==> config.mk <==
export PLATFORM = sky130hd
export DESIGN_NAME = bids22_cmd_seq
export DESIGN_NICKNAME = d
export VERILOG_FILES = /design/src/rtl/bids22_pkg.sv /design/src/rtl/bids22_cmd_fifo.sv /design/src/rtl/bids22_cmd_seq.sv
export SDC_FILE = /design/constraint.sdc
export NUM_CORES = 1
export LEC_CHECK = 0
export BUFFER_PORTS_ARGS = -buffer_cell sky130_fd_sc_hd__buf_2
export CAP_MARGIN = 40
export CORE_AREA = 2 2 194 196
export CTS_CLUSTER_DIAMETER = 120
export DETAILED_ROUTE_END_ITERATION = 10
export DIE_AREA = 0 0 196 198
export PLACE_DENSITY = 0.69
export SYNTH_ARGS = -nofsm -noshare
export SYNTH_HDL_FRONTEND = slang
export SYNTH_SLANG_ARGS = --single-unit
==> constraint.sdc <==
create_clock -name clk -period 4.43 [get_ports clk]
set_input_delay 1.1075 -clock clk [delete_from_list [all_inputs] [get_ports clk]]
set_output_delay 1.1075 -clock clk [all_outputs]
set_load 0.01 [all_outputs]
==> src/rtl/bids22_pkg.sv <==
// Shared types for the bids22 command sequencer: opcodes, FSM states,
// error/winner codes and the packed FIFO entry.
package bids22_pkg;

    typedef enum logic [3:0] {
        OP_NOOP        = 4'h0,
        OP_UNLOCK      = 4'h1,
        OP_LOCK        = 4'h2,
        OP_LOADX       = 4'h3,
        OP_LOADY       = 4'h4,
        OP_LOADZ       = 4'h5,
        OP_SET_LIMIT   = 4'h6,
        OP_SET_ROUND   = 4'h7,
        OP_BID_CHARGE  = 4'h8,
        OP_START_ROUND = 4'hF
    } op_t;

    typedef enum logic [2:0] {
        S_IDLE,
        S_ISSUE,
        S_CHECK,
        S_ROUND,
        S_WAIT_RES,
        S_HALT
    } seq_state_t;

    localparam logic [1:0] ERR_NONE    = 2'b00;
    localparam logic [1:0] ERR_AUCTION = 2'b01;
    localparam logic [1:0] ERR_BAD_OP  = 2'b10;
    localparam logic [1:0] ERR_TIMEOUT = 2'b11;

    localparam logic [1:0] WIN_NONE = 2'd0;
    localparam logic [1:0] WIN_X    = 2'd1;
    localparam logic [1:0] WIN_Y    = 2'd2;
    localparam logic [1:0] WIN_Z    = 2'd3;

    typedef struct packed {
        logic [3:0]  op;
        logic [31:0] data;
    } cmd_t;

    // Exactly one flag set names the winner; none or several is a tie.
    function automatic logic [1:0] winner_code(input logic x, input logic y, input logic z);
        case ({x, y, z})
            3'b100:  return WIN_X;
            3'b010:  return WIN_Y;
            3'b001:  return WIN_Z;
            default: return WIN_NONE;
        endcase
    endfunction

endpackage

==> src/rtl/bids22_cmd_fifo.sv <==
// Synchronous DEPTH-entry command FIFO with full/empty flags derived from
// a registered occupancy count.
module bids22_cmd_fifo
    import bids22_pkg::*;
#(
    parameter int DEPTH = 8
) (
    input  logic                     clk,
    input  logic                     reset,
    input  logic                     push,
    input  logic [$bits(cmd_t)-1:0]  wr,
    input  logic                     pop,
    output logic [$bits(cmd_t)-1:0]  rd,
    output logic                     full,
    output logic                     empty
);

    localparam int AW = $clog2(DEPTH);

    logic [$bits(cmd_t)-1:0] mem [DEPTH];
    logic [AW-1:0]           wr_ptr;
    logic [AW-1:0]           rd_ptr;
    logic [AW:0]             count;
    logic                    push_ok;
    logic                    pop_ok;

    assign full    = (count == (AW+1)'(DEPTH));
    assign empty   = (count == '0);
    assign push_ok = push && !full;
    assign pop_ok  = pop && !empty;
    assign rd      = mem[rd_ptr];

    always_ff @(posedge clk) begin
        if (reset) begin
            wr_ptr <= '0;
            rd_ptr <= '0;
            count  <= '0;
        end else begin
            if (push_ok) wr_ptr <= wr_ptr + AW'(1);
            if (pop_ok)  rd_ptr <= rd_ptr + AW'(1);
            case ({push_ok, pop_ok})
                2'b10:   count <= count + (AW+1)'(1);
                2'b01:   count <= count - (AW+1)'(1);
                default: count <= count;
            endcase
        end
    end

    // NOTE: storage is not reset; the count gates every read, so stale data is never observed.
    always_ff @(posedge clk) begin
        if (push_ok) mem[wr_ptr] <= wr;
    end

endmodule

==> src/rtl/bids22_cmd_seq.sv <==
// bids22 command sequencer: replays queued host commands to the auction and
// collects round results. Optional BIDS_SEQ_TIMEOUT_EN bounds the result wait.
module bids22_cmd_seq
    import bids22_pkg::*;
#(
    parameter int DEPTH       = 8,
    parameter int TIMEOUT_CYC = 1024
) (
    input  logic        clk,
    input  logic        reset,
    input  logic        cmd_valid,
    input  logic [3:0]  cmd_op,
    input  logic [31:0] cmd_data,
    output logic        cmd_ready,
    input  logic        seq_clr,
    input  logic        ready,
    input  logic [1:0]  err,
    input  logic        roundOver,
    input  logic [31:0] maxBid,
    input  logic        X_win,
    input  logic        Y_win,
    input  logic        Z_win,
    output logic [3:0]  C_op,
    output logic [31:0] C_data,
    output logic        C_start,
    output logic        res_valid,
    output logic [31:0] res_maxBid,
    output logic [1:0]  res_winner,
    output logic [1:0]  seq_err,
    output logic        busy
);

    if (DEPTH < 2 || (DEPTH & (DEPTH - 1)) != 0 || TIMEOUT_CYC < 1) begin : g_bad_cfg
        $error("bids22_cmd_seq: DEPTH must be a power of 2 >= 2 and TIMEOUT_CYC >= 1");
    end

    seq_state_t state;
    cmd_t       head;
    logic       fifo_full;
    logic       fifo_empty;
    logic       bad_op;
    logic [31:0] rcnt;

`ifdef BIDS_SEQ_TIMEOUT_EN
    localparam int TW = $clog2(TIMEOUT_CYC) + 1;
    logic [TW-1:0] tcnt;
`endif

    bids22_cmd_fifo #(.DEPTH(DEPTH)) u_fifo (
        .clk   (clk),
        .reset (reset),
        .push  (cmd_valid),
        .wr    ({cmd_op, cmd_data}),
        .pop   (state == S_ISSUE),
        .rd    (head),
        .full  (fifo_full),
        .empty (fifo_empty)
    );

    assign cmd_ready = !fifo_full;
    assign busy      = (state != S_IDLE) || !fifo_empty;
    assign bad_op    = (head.op > OP_BID_CHARGE) && (head.op != OP_START_ROUND);

    // NOTE: all FSM state and outputs update with non-blocking assignments in one clocked block.
    always_ff @(posedge clk) begin
        if (reset) begin
            state      <= S_IDLE;
            C_op       <= OP_NOOP;
            C_data     <= '0;
            C_start    <= 1'b0;
            res_valid  <= 1'b0;
            res_maxBid <= '0;
            res_winner <= WIN_NONE;
            seq_err    <= ERR_NONE;
            rcnt       <= '0;
`ifdef BIDS_SEQ_TIMEOUT_EN
            tcnt       <= '0;
`endif
        end else begin
            C_op      <= OP_NOOP;
            res_valid <= 1'b0;
            case (state)
                S_IDLE: begin
                    if (!fifo_empty && ready) state <= S_ISSUE;
                end
                S_ISSUE: begin
                    if (bad_op) begin
                        seq_err <= ERR_BAD_OP;
                        state   <= S_HALT;
                    end else if (head.op == OP_START_ROUND) begin
                        rcnt    <= (head.data == 32'd0) ? 32'd1 : head.data;
                        C_start <= 1'b1;
                        state   <= S_ROUND;
                    end else begin
                        C_op   <= head.op;
                        C_data <= head.data;
                        state  <= S_CHECK;
                    end
                end
                S_CHECK: begin
                    if (err != 2'b00) begin
                        seq_err <= ERR_AUCTION;
                        state   <= S_HALT;
                    end else begin
                        state <= S_IDLE;
                    end
                end
                S_ROUND: begin
                    // C_start was raised on entry, so dropping it at rcnt == 1 gives rcnt high cycles.
                    if (rcnt == 32'd1) begin
                        C_start <= 1'b0;
                        state   <= S_WAIT_RES;
`ifdef BIDS_SEQ_TIMEOUT_EN
                        tcnt    <= '0;
`endif
                    end else begin
                        rcnt <= rcnt - 32'd1;
                    end
                end
                S_WAIT_RES: begin
                    if (roundOver) begin
                        res_maxBid <= maxBid;
                        res_winner <= winner_code(X_win, Y_win, Z_win);
                        res_valid  <= 1'b1;
                        state      <= S_IDLE;
                    end
`ifdef BIDS_SEQ_TIMEOUT_EN
                    else if (tcnt == TW'(TIMEOUT_CYC - 1)) begin
                        seq_err <= ERR_TIMEOUT;
                        state   <= S_HALT;
                    end else begin
                        tcnt <= tcnt + TW'(1);
                    end
`endif
                end
                S_HALT: begin
                    if (seq_clr) begin
                        seq_err <= ERR_NONE;
                        state   <= S_IDLE;
                    end
                end
                default: state <= S_IDLE;
            endcase
        end
    end

endmodule

==> results of run 1 <==
worst reg2reg max path, stage by stage (launching register included):
cell and delay (ns):
dfxtp_4 0.59, buf_4 0.64, mux4_2 0.46, nor2b_1 0.24, o22ai_1 0.15, nor4_1 0.75
a31oi_1 0.17, buf_4 0.23, a221o_1 0.34, a21oi_1 0.12
report_power, final:
group / switching (mW) / internal [mW]
sequential: 0.137 / 4.31
combinational: 1.09 / 0.702
clock: 1.39 / 2.02
worst max path at each step:
stage / startpoint / end / slack, ns / depth (start not counted)
2_1_floorplan: cmd_valid / u_fifo.mem[1][0]$_DFFE_PP_ / 0.24 / 2
3_3_place_gp: flip-flop / rcnt[30]$_SDFFE_PP0P_ / 0.62 / 9
6_report: flip-flop / rcnt[0]$_SDFFE_PP0P_ / 0.68 / 9
3_5_place_dp: flip-flop / rcnt[0]$_SDFFE_PP0P_ / 0.76 / 9
5_1_grt: flip-flop / rcnt[30]$_SDFFE_PP0P_ / 0.52 / 9
4_1_cts: flip-flop / rcnt[0]$_SDFFE_PP0P_ / 0.70 / 9
cell families after synthesis:
logic type               Yosys count  synth area share
adder cells (fa/ha/maj)            8           0.00659
multiplexers                     110             0.111
flip-flops                       410             0.680
AO/OA/AOI/OAI                    202            0.0778
XOR/XNOR                          12           0.00644
buffers and inverters             73            0.0199
AND/OR/NAND/NOR                  341            0.0991
registers in the layout, indices dropped and copies added, names as in the netlist, named ones only:
register	cells
C_data	32
C_op	4
C_start	1
rcnt	32
res_maxBid	32
res_valid	1
res_winner	2
seq_err	2
state	3
u_fifo.count	4
u_fifo.mem	288
u_fifo.rd_ptr	3
u_fifo.wr_ptr	3
layout make-up:
| cell class | instances | area [um2] | area share |
|---|---|---|---|
| sequential | 410 | 11100 | 0.579 |
| clock inverter | 14 | 149 | 0.00777 |
| inverter | 8 | 30.0 | 0.00157 |
| clock buffer | 60 | 1180 | 0.0616 |
| antenna | 2 | 5.00 | 0.000261 |
| timing repair buffer | 189 | 1140 | 0.0594 |
| tap | 474 | 593 | 0.0309 |
| multi-input combinational | 673 | 4980 | 0.260 |
synth_stat cells (2+ instances only):
cell,n
or3_1,21
o21a_1,2
a211oi_1,18
nor2_1,85
a21oi_1,85
buf_2,9
o32ai_1,4
edfxtp_1,288
mux2i_1,51
nand3_1,14
o211ai_1,5
o21bai_1,3
or4_1,3
o31ai_1,2
o22ai_1,17
a22o_1,17
a22oi_1,7
mux2_2,3
nor2b_1,20
ha_1,7
nand4_1,6
clkbuf_1,43
nor3b_1,2
dfxtp_1,122
nor4_1,11
xor2_1,4
nand3b_1,5
a21o_1,3
inv_1,8
or4_4,2
a2bb2oi_1,2
buf_4,8
mux4_2,56
o21ai_0,21
nor3_1,29
buf_1,3
xnor2_1,8
a31oi_1,7
nand2b_1,7
or2_2,3
and2_1,2
nand2_1,122
stage by stage:
step                utilization  instance area [um2]  hold slack [ns]  worst slack, ns
finish                    0.519                19200            0.452            0.678
global route              0.519                19200            0.469            0.520
CTS                       0.519                19200            0.453            0.700
detailed placement        0.483                17800            0.445            0.757
global placement          0.481                17800            0.438            0.615
floorplan                     -                16300            0.449            0.241
per-layer routing:
| metal | routed length, um | global-route usage | up-vias |
|---|---|---|---|
| li1 | - | - | 4767 |
| met1 | 15900 | 0.249 | 5120 |
| met2 | 18400 | 0.326 | 352 |
| met3 | 2440 | 0.0392 | 77 |
| met4 | 1280 | 0.0774 | 4 |
| met5 | 20 | 0 | - |
==> out/metrics.yaml, run 1 <==
status: "completed"
worst_path_most_repeated_cell: "buf_4"
path_class: "flip-flop to flip-flop"
grt_overflow_total: 0
worst_hold_path.endpoint: "res_maxBid[11]$_SDFFE_PP0P_"
cts_tree: "yes"
grt_pass1_wl_mm: 57.7
yosys_warnings: 0
cp_max_fo: 42
synth_area_leaders: "edfxtp_1, dfxtp_1, mux4_2"
io_buffers: 154
path_clk_slew_ns: 0.06
r2r_end: "rcnt[0]$_SDFFE_PP0P_"
instances_no_fill: 1830
wl_per_cell_um: 20.7
die-area_mm2: 0.0388
drt_iter0_markers: 859
crit_chain: "buf_4 > mux4_2 > nor2b_1 > o22ai_1 > nor4_1 > a31oi_1 > buf_4 > a221o_1 > a21oi_1"
ioPinCount: 155
layout_commonest_cell: "edfxtp_1"
postRouteAntennaNets: 0
drv_cap: 0
vias: 10320
synthesis.area_mm2: 0.0163
fmax_mhz: 266
grt_pass1_vias: 10029
synth_top_cell_area_share: 0.530
crit_buf_inv: 2
numCtsBuffers: 41
synth_cells: 1156
yosysSeqAreaShare: 0.680
worstPathArrival_ns: 4.22
drc: 0
hold_class: "flip-flop to flip-flop"
reg2reg_depth: 9
dp_hpwl_mm: 23.6
ir_drop_mv: 0.247
grt_start_max_net_pins: 55
cpMaxStageDelayCell: "nor4_1"
worstPathRequired_ns: 4.90
slew_violations: 0
root_buffer: "clkbuf_16"
drive_above_1_share: 0.242
final_cell_mix: "edfxtp_1, buf_2, nand2_1"
fin_crit_ns: 3.75
skew_ns: 0.0218
slew_headroom: 0.434
clock_path_buffers: 3
whs_path_depth: 2
dpl.cell_count: 1754
fp.dieH_um: 198
fill_cells: 3097
fin_total_pwr_mw: 9.66
antenna_found_initial: 3
start_util: 0.442
p_leak_nw: 6.65
holdBufCountCts: 0
critical_path.top_delay_family: "simple AND/OR/NAND/NOR gates"
track_usage: 0.194
area_growth_pct: 17.4
synthFlopType: "edfxtp_1"
end_kind: "flip-flop"
wl_mm: 38.0
fin_crit_sh: 0.847
clock_latency_ns: 0.55
p_per_area_mw_per_mm2: 504
worst_pin_slew_ns: 0.841
avgSynthCellArea_um2: 14.1
min_from: "res_maxBid[11]$_SDFFE_PP0P_"
post_cts_buffers: 0
firstDrtPassIters: 5
start_kind: "flip-flop"
ys_types: 63
grt_setup_unrepaired: "no"
drt-vias-per-instance: 5.64
htree_levels: 2
syn_nets: 1243
gp_congestion: 0.853
setup_viol: 0
max_stage_delay_ns: 0.75
synth_edf_count: 288
async_flop_share: 0
ys_ff_latch: 410
clock-sinks: 410
r2r_setup_slack_ns: 0.68
fp-row-count: 71
hold_viol_final: 0
die_x_um: 196
coreArea_mm2: 0.0370
nNetsFinal: 1410
finalSetupTns_ns: 0
yosysTopAreaCell: "edfxtp_1"
postCtsResizedCells: 0
Power figures use the tool's default switching activity.
==> run 2, diff against run 1 <==
- clock period: 4.43 -> 3.35 ns (I/O delays scaled with it)
==> run 2 against run 1 <==
- non-clock buffer count is 25 higher
- first-iteration DRC count up 12%
- combinational power increased by 40%
- register-to-register slack got worse by 0.57 ns
- count of clock-buffer cells in the layout shrank 12
- flip-flop and latch count unchanged
- maximum frequency is 16% higher
- die area stayed put
- sequential share of layout area shrank 1.1 points
- via count is 1.1% higher
- critical path type unchanged
- largest cell class unchanged
==> out/metrics.yaml, run 2 (synthesis results as in run 1) <==
status: "completed"
coreArea_mm2: 0.0370  # unchanged
r2r_setup_slack_ns: 0.11  # -0.57 ns
holdBufCountCts: 0  # unchanged
hold_viol_final: 0  # unchanged
dpl.cell_count: 1779  # +1.4%
worstPathRequired_ns: 3.76  # -1.14 ns
cpMaxStageDelayCell: "nor4_1"
ioPinCount: 155  # unchanged
wl_per_cell_um: 20.7  # -0.32%
ir_drop_mv: 0.358  # +45%
die-area_mm2: 0.0388  # unchanged
drv_cap: 0  # unchanged
path_clk_slew_ns: 0.06  # about the same
clock_latency_ns: 0.56  # about the same
setup_viol: 0  # unchanged
instances_no_fill: 1857  # +1.5%
max_stage_delay_ns: 0.57  # -0.18 ns
drive_above_1_share: 0.258  # +0.0154
numCtsBuffers: 42  # +2.4%
crit_buf_inv: 2  # unchanged
hold_class: "flip-flop to flip-flop"
whs_path_depth: 2  # unchanged
path_class: "flip-flop to flip-flop"
htree_levels: 2  # unchanged
largest_reg_flops: 288  # unchanged
root_buffer: "clkbuf_16"
intPower_mw: 9.55  # +36%
cp_max_fo: 48  # +14%
end_kind: "flip-flop"
min_from: "res_maxBid[1]$_SDFFE_PP0P_"
io_buffers: 154  # unchanged
fp.dieH_um: 198  # unchanged
combPwrFrac: 0.191  # +0.005
reg2reg_depth: 9  # unchanged
dp_hpwl_mm: 24.0  # +1.5%
power_switching_mw: 3.60  # +37%
pwr-share-seq: 0.448  # -0.013
skew_ns: 0.0232  # +0.00139 ns
cts_tree: "yes"
track_usage: 0.196  # +0.00185
nNetsFinal: 1436  # +1.8%
drc: 0  # unchanged
crit_chain: "buf_12 > mux4_2 > nor2b_1 > o22ai_1 > nor4_1 > a31oi_1 > buf_4 > a221oi_1 > nor3_1"
clock_path_buffers: 3  # unchanged
grt_pass1_vias: 9984  # -0.45%
slew_headroom: 0.454  # +0.0198
largest_register: "u_fifo.mem"
vias: 10437  # +1.1%
p_per_area_mw_per_mm2: 673  # +34%
final_cell_mix: "edfxtp_1, buf_2, nand2_1"
fp-row-count: 71  # unchanged
drt_iter0_markers: 964  # +12%
die_x_um: 196  # unchanged
worst_pin_slew_ns: 0.812  # -0.0295 ns
switching_share: 0.274  # +0.00227
fmax_mhz: 309  # +16%
gp_congestion: 0.856  # +0.36%
worstPathArrival_ns: 3.65  # -0.57 ns
clock-sinks: 410  # unchanged
r2r_end: "rcnt[30]$_SDFFE_PP0P_"
post_cts_buffers: 0  # unchanged
worst_hold_path.endpoint: "res_maxBid[1]$_SDFFE_PP0P_"
layout_commonest_cell: "edfxtp_1"
slew_violations: 0  # unchanged
drt-vias-per-instance: 5.62  # -0.34%
clock_power_share: 0.361  # +0.007
grt_overflow_total: 0  # unchanged
firstDrtPassIters: 5  # unchanged
wl_mm: 38.4  # +1.2%
start_util: 0.442  # unchanged
postCtsResizedCells: 0  # unchanged
fin_crit_sh: 0.967  # +0.120
critical_path.top_delay_family: "simple AND/OR/NAND/NOR gates"
area_growth_pct: 19.6
finalSetupTns_ns: 0  # unchanged
fin_crit_ns: 3.24  # -0.513 ns
antenna_found_initial: 2  # -1
p_leak_nw: 6.83  # +2.7%
postRouteAntennaNets: 0  # unchanged
grt_pass1_wl_mm: 58.1  # +0.66%
grt_start_max_net_pins: 49  # -11%
grt_setup_unrepaired: "no"
start_kind: "flip-flop"
==> run 2: metal layers <==
layer | routed length (um) | GRT usage | up-vias
met5 | 13 | 0 | -
met4 | 803 | 0.0556 | 2
met3 | 2380 | 0.0320 | 60
met2 | 18900 | 0.333 | 363
met1 | 16300 | 0.263 | 5206
li1 | - | - | 4806
==> run 2: worst max path at each step <==
stage | start | end | cells after the start | slack (ns)
4_1_cts | flip-flop | rcnt[30]$_SDFFE_PP0P_ | 9 | 0.09
2_1_floorplan | cmd_valid | u_fifo.mem[6][0]$_DFFE_PP_ | 3 | 0.13
6_report | flip-flop | rcnt[30]$_SDFFE_PP0P_ | 9 | 0.11
5_1_grt | flip-flop | rcnt[30]$_SDFFE_PP0P_ | 9 | 0.005
3_3_place_gp | flip-flop | rcnt[30]$_SDFFE_PP0P_ | 9 | 0.06
3_5_place_dp | flip-flop | rcnt[30]$_SDFFE_PP0P_ | 9 | 0.11
==> run 2: final cells by class <==
type / instances / area [um2]
tap: 474 / 593
clock buffer: 48 / 1090
multi-input combinational: 673 / 4980
fill: 3022 / 17400
antenna: 1 / 2.50
timing repair buffer: 214 / 1410
inverter: 8 / 30.0
clock inverter: 29 / 314
sequential: 410 / 11100
==> run 2: stage by stage <==
| stage | hold slack [ns] | setup slack (ns) | utilization | area, um2 | power (mW) |
|---|---|---|---|---|---|
| 6_report | 0.450 | 0.111 | 0.528 | 19500 | 13.1 |
| 3_5_place_dp | 0.445 | 0.106 | 0.490 | 18100 | 8.48 |
| 2_1_floorplan | 0.449 | 0.130 | - | 16300 | 7.52 |
| 4_1_cts | 0.453 | 0.0889 | 0.528 | 19500 | 13.2 |
| 3_3_place_gp | 0.439 | 0.0622 | 0.490 | 18100 | 8.44 |
| 5_1_grt | 0.469 | 0.00529 | 0.528 | 19500 | 13.7 |
==> run 2: tightest hold or removal path: cells and delay by family, from the launching register on <==
kind,cells,cell delay [ns]
and+or+nand+nor,1,0.05
AOI/OAI and AO/OA,1,0.05
DFF,1,0.30
==> run 2: power groups by stage <==
stage / Sequential (mW) / Clock [mW] / Combinational (mW)
final: 5.89 / 4.74 / 2.51
after global routing: 5.91 / 5.03 / 2.73
after CTS: 5.89 / 4.83 / 2.50
after detailed placement: 5.99 / 0 / 2.48
after global placement: 5.98 / 0 / 2.46
after floorplan: 5.98 / 0 / 1.54
==> run 3, diff against run 2 <==
- PLACE_DENSITY: 0.69 -> 0.67
- clock period: 3.35 -> 3.2 ns (I/O delays scaled with it)
==> run 3 against run 2 <==
- first-iteration DRC count shrank 7.9%
- core utilization about the same
- non-clock buffer count is 16 higher
- largest power group unchanged
==> out/metrics.yaml, run 3 (synthesis results as in run 1) <==
worstPathRequired_ns: 3.68  # -0.08 ns
area_growth_pct: 19.7  # about the same
track_usage: 0.202  # +0.00598
drt-vias-per-instance: 5.58  # -0.73%
clock-sinks: 410  # unchanged
antenna_found_initial: 1  # -1
grt_start_max_net_pins: 75  # +53%
fp.dieH_um: 198  # unchanged
instances_no_fill: 1872  # +0.81%
drc: 0  # unchanged
largest_reg_flops: 288  # unchanged
hold_ws_ns: 0.449  # -0.00153 ns
path_clk_slew_ns: 0.06  # about the same
cts_tree: "yes"
crit_buf_inv: 3  # +1
root_buffer: "clkbuf_16"
crit_chain: "buf_12 > mux4_2 > mux2_2 > or4bb_4 > nor4_1 > buf_4 > a31oi_1 > buf_4 > a221o_1 > a21oi_1"
reg2reg_depth: 10  # +1
drt_iter0_markers: 888  # -7.9%
max_stage_delay_ns: 0.56  # about the same
ioPinCount: 155  # unchanged
critical_path.top_delay_family: "simple AND/OR/NAND/NOR gates"
grt_setup_unrepaired: "no"
die-area_mm2: 0.0388  # unchanged
grt_pass1_vias: 10099  # +1.2%
path_class: "flip-flop to flip-flop"
clock_path_buffers: 3  # unchanged
nNetsFinal: 1452  # +1.1%
slew_headroom: 0.476  # +0.0224
finalSetupTns_ns: 0  # unchanged
worstPathArrival_ns: 3.55  # -0.10 ns
layout_commonest_cell: "edfxtp_1"
clock_latency_ns: 0.58  # +0.02 ns
gp_congestion: 0.826  # -3.5%
fmax_mhz: 326  # +5.6%
drv_cap: 0  # unchanged
final_cell_mix: "edfxtp_1, buf_2, nand2_1"
setup_viol: 0  # unchanged
p_leak_nw: 6.85  # +0.30%
worst_pin_slew_ns: 0.775  # -0.0370 ns
path_depth: 10  # +1
worst_path_most_repeated_cell: "buf_4"
ir_drop_mv: 0.398  # +11%
slew_violations: 0  # unchanged
cp_max_fo: 10  # -79%
status: "completed"
skew_ns: 0.0364  # +0.0132 ns
htree_levels: 2  # unchanged
wl_per_cell_um: 21.2  # +2.3%
hold_class: "flip-flop to flip-flop"
hold_viol_final: 0  # unchanged
fin_crit_sh: 0.958  # -0.00873
vias: 10445  # +0.077%
holdBufCountCts: 0  # unchanged
start_util: 0.442  # unchanged
io_buffers: 154  # unchanged
dpl.cell_count: 1791  # +0.67%
p_per_area_mw_per_mm2: 683  # +1.5%
wl_mm: 39.6  # +3.2%
firstDrtPassIters: 6  # +1
grt_pass1_wl_mm: 59.4  # +2.3%
min_from: "res_maxBid[0]$_SDFFE_PP0P_"
dp_hpwl_mm: 24.8  # +3.5%
end_kind: "flip-flop"
postRouteAntennaNets: 0  # unchanged
coreArea_mm2: 0.0370  # unchanged
drive_above_1_share: 0.266  # +0.00797
fp-row-count: 71  # unchanged
die_x_um: 196  # unchanged
cpMaxStageDelayCell: "or4bb_4"
whs_path_depth: 2  # unchanged
start_kind: "flip-flop"
grt_overflow_total: 0  # unchanged
fin_crit_ns: 3.07  # -0.173 ns
numCtsBuffers: 42  # unchanged
largest_register: "u_fifo.mem"
-- run 3: cell types whose count changed in the layout (fill, tap and decap cells not counted), sizes merged --
cell    change
inv         +2
clkbuf      +1
buf        +16
bufinv      -6
clkinv      +2
-- run 3: metal layers --
metal / part of all wire / wire [um] / vias up / global-route usage
li1: - / - / 4856 / -
met1: 0.42 / 16800 / 5144 / 0.268
met2: 0.48 / 19200 / 380 / 0.343
met3: 0.064 / 2560 / 65 / 0.0336
met4: 0.026 / 1040 / 0 / 0.0648
met5: 0 / 0 / - / 0
-- run 3: final cells by class --
cell class                      count  area [um2]
Sequential cell                   410       11100
Fill cell                        3030       17400
Inverter                            8        30.0
Clock buffer                       49        1110
Clock inverter                     27         161
Timing Repair Buffer              230        1550
Tap cell                          474         593
Multi-Input combinational cell    673        5000
Antenna cell                        1        2.50
-- run 3: metrics by stage --
| step | cell area, um2 | total power [mW] | util | worst slack [ns] |
|---|---|---|---|---|
| after floorplan | 16300 | 7.87 | - | 0.0174 |
| after global placement | 18200 | 8.85 | 0.492 | -0.256 |
| after CTS | 19500 | 13.4 | 0.527 | 0.0667 |
| final | 19500 | 13.4 | 0.529 | 0.134 |
| after global routing | 19500 | 13.9 | 0.529 | 0.00147 |
| after detailed placement | 18200 | 8.89 | 0.493 | -0.125 |
-- run 3: path summary, 6_finish.rpt --
| path | endpoint | slack (ns) |
|---|---|---|
| hold reg to reg | res_maxBid[0]$_SDFFE_PP0P_ | 0.45 |
| hold / removal | res_maxBid[0]$_SDFFE_PP0P_ | 0.45 |
| setup / recovery | rcnt[0]$_SDFFE_PP0P_ | 0.13 |
| setup reg to reg | rcnt[0]$_SDFFE_PP0P_ | 0.13 |
-- run 3: what timing repair did --
action	4_1_cts	5_1_grt
pin swaps	0	1
setup endpoints to repair	15	8
buffers inserted	0	4
gates resized for setup	1	4
-- run 3: report_power, final --
| part | leakage [nW] | switching (mW) | internal (mW) |
|---|---|---|---|
| logic | 2.62 | 1.60 | 1.10 |
| registers | 3.60 | 0.165 | 5.97 |
| clock network | 0.626 | 2.03 | 2.49 |
-- run 3: tightest hold or removal path: stages, from the launching register on --
cell and delay [ns]:
dfxtp_1 0.30, nand2_1 0.05, a21oi_1 0.05
